File: src/rtl/hazard_scoreboard.sv
// Hazard controller for the in-order pipeline: tracks in-flight destinations from EX
// through writeback and derives load-use stalls, flush control and operand forwarding.
module hazard_scoreboard #(
    parameter int XLEN       = 32,
    parameter int FWD_STAGES = 2,
    parameter int LOAD_LAT   = 1,
    parameter int CNT_W      = 16
) (
    input  logic                       clk,
    input  logic                       rst,
    input  logic                       id_valid,
    input  logic [4:0]                 id_rs1,
    input  logic [4:0]                 id_rs2,
    input  logic [4:0]                 id_rd,
    input  logic                       id_use_rs1,
    input  logic                       id_use_rs2,
    input  logic                       id_regwen,
    input  logic                       id_is_load,
    input  logic                       ex_flush,
    input  logic [XLEN-1:0]            ex_rf_data1,
    input  logic [XLEN-1:0]            ex_rf_data2,
    input  logic [FWD_STAGES*XLEN-1:0] stg_data,
    output logic                       stall,
    output logic                       flush,
    output logic [2:0]                 fwd_a_sel,
    output logic [2:0]                 fwd_b_sel,
    output logic [XLEN-1:0]            ex_op_a,
    output logic [XLEN-1:0]            ex_op_b,
    output logic [CNT_W-1:0]           stall_cnt,
    output logic [CNT_W-1:0]           flush_cnt
);

    typedef struct packed {
        logic       valid;
        logic [4:0] rd;
        logic       regwen;
        logic       is_load;
        logic [4:0] rs1;
        logic [4:0] rs2;
        logic       use_rs1;
        logic       use_rs2;
    } sb_entry_t;

    // Entry 0 is EX; entry k is post-EX stage k.
    sb_entry_t        sb_r [0:FWD_STAGES];
    sb_entry_t        entry0_next_s;
    logic [CNT_W-1:0] stall_cnt_r;
    logic [CNT_W-1:0] flush_cnt_r;
    logic             load_use_s;
    logic             stall_s;
    logic             flush_s;
    logic [2:0]       fwd_a_sel_s;
    logic [2:0]       fwd_b_sel_s;
    logic [XLEN-1:0]  op_a_s;
    logic [XLEN-1:0]  op_b_s;
    logic             unused_s;

    function automatic logic producer_match(sb_entry_t p, logic [4:0] src);
        return p.valid && p.regwen && (p.rd != 5'd0) && (p.rd == src);
    endfunction

    // A load still inside its latency window has no forwardable data yet.
    function automatic logic fwd_ok(sb_entry_t p, int k, logic [4:0] src);
        return producer_match(p, src) && !(p.is_load && (k <= LOAD_LAT));
    endfunction

    // Load-use detection against loads still short of their latency.
    always_comb begin
        load_use_s = 1'b0;
        for (int s = 0; s < LOAD_LAT; s++) begin
            if (sb_r[s].is_load &&
                ((id_use_rs1 && producer_match(sb_r[s], id_rs1)) ||
                 (id_use_rs2 && producer_match(sb_r[s], id_rs2)))) begin
                load_use_s = 1'b1;
            end else begin
                load_use_s = load_use_s;
            end
        end
        stall_s = rst && id_valid && !ex_flush && load_use_s;
        flush_s = rst && ex_flush;
    end

    // Forward select: walking oldest to youngest leaves the youngest match in place.
    always_comb begin
        fwd_a_sel_s = 3'd0;
        fwd_b_sel_s = 3'd0;
        for (int k = FWD_STAGES; k >= 1; k--) begin
            if (sb_r[0].use_rs1 && fwd_ok(sb_r[k], k, sb_r[0].rs1)) begin
                fwd_a_sel_s = 3'(k);
            end else begin
                fwd_a_sel_s = fwd_a_sel_s;
            end
            if (sb_r[0].use_rs2 && fwd_ok(sb_r[k], k, sb_r[0].rs2)) begin
                fwd_b_sel_s = 3'(k);
            end else begin
                fwd_b_sel_s = fwd_b_sel_s;
            end
        end
        if (!rst) begin
            fwd_a_sel_s = 3'd0;
            fwd_b_sel_s = 3'd0;
        end else begin
            fwd_a_sel_s = fwd_a_sel_s;
            fwd_b_sel_s = fwd_b_sel_s;
        end
    end

    // EX operand muxes.
    always_comb begin
        op_a_s = ex_rf_data1;
        op_b_s = ex_rf_data2;
        for (int k = 1; k <= FWD_STAGES; k++) begin
            if (fwd_a_sel_s == 3'(k)) begin
                op_a_s = stg_data[(k-1)*XLEN +: XLEN];
            end else begin
                op_a_s = op_a_s;
            end
            if (fwd_b_sel_s == 3'(k)) begin
                op_b_s = stg_data[(k-1)*XLEN +: XLEN];
            end else begin
                op_b_s = op_b_s;
            end
        end
    end

    // Next EX entry: the ID instruction, or a bubble on stall/flush/empty ID.
    always_comb begin
        entry0_next_s = '0;
        if (id_valid && !stall_s && !ex_flush) begin
            entry0_next_s.valid   = 1'b1;
            entry0_next_s.rd      = id_rd;
            entry0_next_s.regwen  = id_regwen;
            entry0_next_s.is_load = id_is_load;
            entry0_next_s.rs1     = id_rs1;
            entry0_next_s.rs2     = id_rs2;
            entry0_next_s.use_rs1 = id_use_rs1;
            entry0_next_s.use_rs2 = id_use_rs2;
        end else begin
            entry0_next_s = '0;
        end
    end

    // Scoreboard shift and saturating event counters.
    always_ff @(posedge clk) begin
        if (!rst) begin
            for (int k = 0; k <= FWD_STAGES; k++) begin
                sb_r[k] <= '0;
            end
            stall_cnt_r <= '0;
            flush_cnt_r <= '0;
        end else begin
            sb_r[0] <= entry0_next_s;
            for (int k = 1; k <= FWD_STAGES; k++) begin
                sb_r[k] <= sb_r[k-1];
            end
            if (stall_s && (stall_cnt_r != {CNT_W{1'b1}})) begin
                stall_cnt_r <= stall_cnt_r + CNT_W'(1);
            end
            if (flush_s && (flush_cnt_r != {CNT_W{1'b1}})) begin
                flush_cnt_r <= flush_cnt_r + CNT_W'(1);
            end
        end
    end

    // Fields carried for completeness but not consumed by every stage.
    always_comb begin
        unused_s = 1'b0;
        for (int k = 0; k <= FWD_STAGES; k++) begin
            unused_s = unused_s ^ (^sb_r[k]);
        end
    end

    assign stall     = stall_s;
    assign flush     = flush_s;
    assign fwd_a_sel = fwd_a_sel_s;
    assign fwd_b_sel = fwd_b_sel_s;
    assign ex_op_a   = op_a_s;
    assign ex_op_b   = op_b_s;
    assign stall_cnt = stall_cnt_r;
    assign flush_cnt = flush_cnt_r;

endmodule
File: config.mk
export PLATFORM = sky130hd
export DESIGN_NAME = hazard_scoreboard
export DESIGN_NICKNAME = d
export VERILOG_FILES = /design/src/rtl/hazard_scoreboard.sv
export SDC_FILE = /design/constraint.sdc
export NUM_CORES = 1
export LEC_CHECK = 0
export BUFFER_PORTS_ARGS = -buffer_cell sky130_fd_sc_hd__clkbuf_2
export CORE_MARGIN = 2
export CORE_UTILIZATION = 30
export CTS_CLUSTER_SIZE = 12
export DETAILED_ROUTE_END_ITERATION = 8
export PLACE_DENSITY = 0.67
export SETUP_SLACK_MARGIN = 0.3
export SLEW_MARGIN = 20
export SYNTH_ARGS = -nofsm -noshare
export SYNTH_HDL_FRONTEND = slang
export SYNTH_SLANG_ARGS = --single-unit
File: constraint.sdc
create_clock -name clk -period 3.1 [get_ports clk]
set_input_delay 0.155 -clock clk [delete_from_list [all_inputs] [get_ports clk]]
set_output_delay 0.155 -clock clk [all_outputs]
set_load 0.05 [all_outputs]
# After elaboration in Yosys (flattened, before gate mapping)

Memory sizes are Yosys's and may differ from the RTL's.
Index checks and enable logic that the tools add are counted.

Register bits: 32
RAM bits: 60
Input bits: 151
Output and inout port bits: 104
Logic and storage cells: 73
Memories kept: 1

Memory list:

| memory | words | width | rd ports | clocked after Yosys merged registers in | write ports | RTL line | source |
|---|---|---|---|---|---|---|---|
| sb_r   | 3     | 20    | 3        | 0                                       | 3           | 45       | `sb_entry_t sb_r [0:FWD_STAGES];` |

$add $sub $neg: 2
Equal/unequal tests: 12
Multiplexer cells: 17
Bitwise gates (word level): 3
Reductions and logical operators: 36

Operators with widths:

| cell                                                                   | count |
|---|---|
| 32-bit two-way mux                                                     | 4 |
| 20-bit two-way mux                                                     | 4 |
| 16-bit by 1-bit adder with 16-bit output (second input constant)       | 2 |
| 16-bit inequality test (second input constant)                         | 2 |
| 5-bit equality test                                                    | 6 |
| 1-bit logical AND                                                      | 29 |
| 5-bit nonzero test                                                     | 3 |
| 2-bit two-way mux                                                      | 6 |
| 3-bit by 1-bit equality test with 1-bit output (second input constant) | 2 |
| 3-bit by 2-bit equality test with 1-bit output (second input constant) | 2 |
| 1-bit zero test                                                        | 3 |
| 1-bit two-way mux                                                      | 3 |
| 1-bit OR                                                               | 3 |
| 1-bit logical OR                                                       | 1 |

# Longest topological paths before layout

An unclocked memory read counts as a cell.

Word-level depth: 14
Gate-level depth with buffers: 8
Depth with buffers taken out: 7

# Least setup slack after synthesis

Ideal clock, no wire load.

Path kind: reg2out
Start: mem sb_r[0][35] (netlist name)
End: out ex_op_a[22]
Arrival time: 2,534 ps
Required time: 2,945 ps
Path slack: 411 ps
Cell stages (with the launch flop): 7
Buffers on the path: 1
Cells stage by stage: dfxtp_1 or4_4 o2111ai_4 nor4_2 clkbuf_1 a22o_1 a21o_1

RTL lines:

| element            | RTL line | source |
|---|---|---|
| start: declaration | 45       |  |
| end: declaration   | 27       | `output logic [XLEN-1:0] ex_op_a,` |

==> metrics <==
share of flip-flops with an asynchronous set or reset after synthesis=0; clock slew at the register clock pins of the worst setup and hold paths=around 0.05 ns; clock sink count=67; routed vias/inst=4.94; number of stages on the worst hold path=2; Non-Filler Cell Area, Final=between 6000 and 7000 um2; Die ar.=between 10000 and 15000 um2; global routing's busiest layer=met2; number of buffers created by CTS=9; overall via count from detail_route=4636; min cycle time layout=2.74 ns; Synth warnings=0; achievable clock frequency=0.365 GHz; worst min-delay path category=input pin to flop; gr ovfl total=0; Die Y=122 um; number of buffers inserted by hold repair at cts=0; Post-synth EDFFs=0; nature of the critical path startpoint=flop; unique cell type count in the Yosys netlist=48; xor and xnor fraction of the mapped netlist area=0.102; arrival time at the worst endpoint=between 2 and 3 ns; Leak Pwr=around 3.1 nW; post-synthesis register bit count=67; Syn-to-layout area delta=50.1%; pwr/cell area=roughly 360 nW/um2; top-area cell type share of the netlist area=0.319; Max Cap Violations=0; post-layout net count=906; Final TNS setup=0 ns; total instance count after detailed placement=between 900 and 1000; CP Launch Point=sb_r[0][35]; Synth Cell Area=4200 um2; final period utilization=0.884; share of synthesized area occupied by flip-flops and latches=0.319; floorplan die width=122 um; first-pass GRT wire length=21.0 mm; row count=43; crit path kind=flop to output port; Adder-Cell Fraction of Synth Area=0.00595; ordered cell list for the critical path=or4_4 > o2111ai_4 > nor3_4 > nor3_4 > buf_6 > nor2_4 > clkbuf_16 > a21o_1 > clkbuf_4; most common cell after layout, fill and taps aside=clkbuf_2; aggregate routed wire length=14.9 mm; smallest setup slack after layout=0.361 ns; crit end category=output port; top-level port count=255; outcome=completed; synthesized-area fraction occupied by and/or/nand/nor cells=0.271; slew margin rel.=0.572; final worst hold slack=0.0207 ns; proportion of synthesized area in mux cells=0.00714; number of pins exceeding their max-slew limit in the final report=0; drt first-iter violations=273; # H-tree levels=3; final cell utilization of the core=0.458; maximum fanout count along the critical path=7; most frequent cells in the layout=188 x clkbuf_2, 79 x nand2_1, 66 x dfxtp_1; Tot GR Track Use=0.180; syn_area_per_cell=between 8 and 9 um2; most used flip-flop cell after synthesis=dfxtp_1; filler instances=about 1400; stage delay of the slowest cell on the critical path=0.54 ns; startpoint of the tightest hold check path=id_rd[2]; share of layout cells above drive strength 1=0.413; Final setup violation count=0; met1 Track Usage GR=0.220; met3 demand-to-capacity share in global routing=0.0358; transition time of the tightest slew-check pin=0.643 ns; root buffer selected by CTS=clkbuf_16; TritonCTS clock tree=done; vias in the first global route=4119; post-layout total power=2.30 mW; Worst R2R Start=stall_cnt[0]; quantity of I/O buffers inserted on ports=252; clock latency at the later pin of the worst-skew pair=between 0.3 and 0.4 ns; largest family of logic cells by synthesized area=simple AND/OR/NAND/NOR gates; placer congestion estimate=0.838; biggest area consumer among synthesized cells=dfxtp_1; Placed Area=5620 um2; buffer depth of the longest clock path=2; slowest stage cell, crit path=or4_4; count of unresolved DRC violations after routing=0; Post-Place Setup Slack=about 0.5 ns; worst reg-to-reg path cell count=7; maximum resistive drop on vdd=around 0.00034 V; Wirelength per Cell=15.9 um; starting density of the core=0.305; Clock Skews=0.00466 ns; synthesized-area fraction occupied by ao, oa, aoi and oai cells=0.244; post-route ant nets=0; half-perimeter wire length after detailed placement=11.1 mm; final count of hold timing violations=0; largest net degree at the start of global routing=34; core box area=between 10000 and 15000 um2; Top cell by count, worst path=nor3_4; total inserted antenna cells=0; setup repair after global routing missed its margin=true; detailed-routing iteration count for the pre-antenna-repair pass=4; non-filler instance count after layout=938; antenna violations before repair=0; met2 capacity usage during global routing=0.311; leading cell types by total area after synthesis=dfxtp_1 32%, xnor2_1 7.3%, nand2_1 7.1%, a22o_1 6.7%, a21o_1 5.7%; required time of the worst setup path=~3 ns; Gate Count Post-Synth=496
-- path summary, 6_finish.rpt --
path / to / slack [ns]
hold / removal: sb_r[0][16] / 0.02
setup / recovery: ex_op_a[25] / 0.36
hold reg to reg: sb_r[0][32] / 0.47
setup reg to reg: stall_cnt[13] / 0.72
-- flip-flops by register name, indices dropped and copies added, names as in the netlist --
name and count:
sb_r 35, flush_cnt 16, stall_cnt 16
-- cell type report --
class                           instances  area (um2)  share of cell area
Clock inverter                          4        25.0             0.00397
Sequential cell                        67        1340               0.213
Timing Repair Buffer                  274        1730               0.274
Tap cell                              180         225              0.0357
Multi-Input combinational cell        397        2710               0.430
Inverter                                4        15.0             0.00238
Clock buffer                           12         256              0.0407
-- critical path: cells and delay by family, from the launching register on --
kind	cells	cell delay, ns
buffers and inverters	3	0.54
and+or+nand+nor	4	0.85
AOI/OAI and AO/OA	2	0.52
DFF	1	0.34
-- layer usage --
metal	wire length, um	vias up
met4	465	0
met3	1030	32
met2	7210	197
met5	0	-
met1	6180	2103
li1	-	2304
-- what timing repair did --
action | 4_1_cts | 5_1_grt
gates cloned | 2 | 4
buffers inserted | 2 | 2
endpoints found under the setup margin | 65 | 64
endpoints found under the hold margin | 0 | 0
resized for setup | 25 | 170
pin swaps | 3 | 5
-- synth_stat cells (all sizes together) (13+ instances only) --
master and count:
nand3 19, xor2 14, a21o 32, xnor2 35, nand2 79, nor2 30
and3 13, buf 17, a22oi 32, a22o 32, and2 38, dfxtp 67
-- power breakdown --
group / total (mW) / switching [mW] / leakage (nW) / internal, mW
clock network: 0.935 / 0.354 / 0.135 / 0.581
registers: 0.888 / 0.0135 / 0.543 / 0.875
logic: 0.477 / 0.298 / 2.42 / 0.178
total: 2.30 / 0.666 / 3.10 / 1.63
-- kinds of logic after synthesis --
kind of cell,after synthesis
adders and majority gates,2
xor gates and xnor gates,49
AOI/OAI and AO/OA,124
muxes,3
DFF,67
other,1
buffers and inverters,33
and+or+nand+nor,217
No activity file was read; power rests on OpenSTA's default activity.
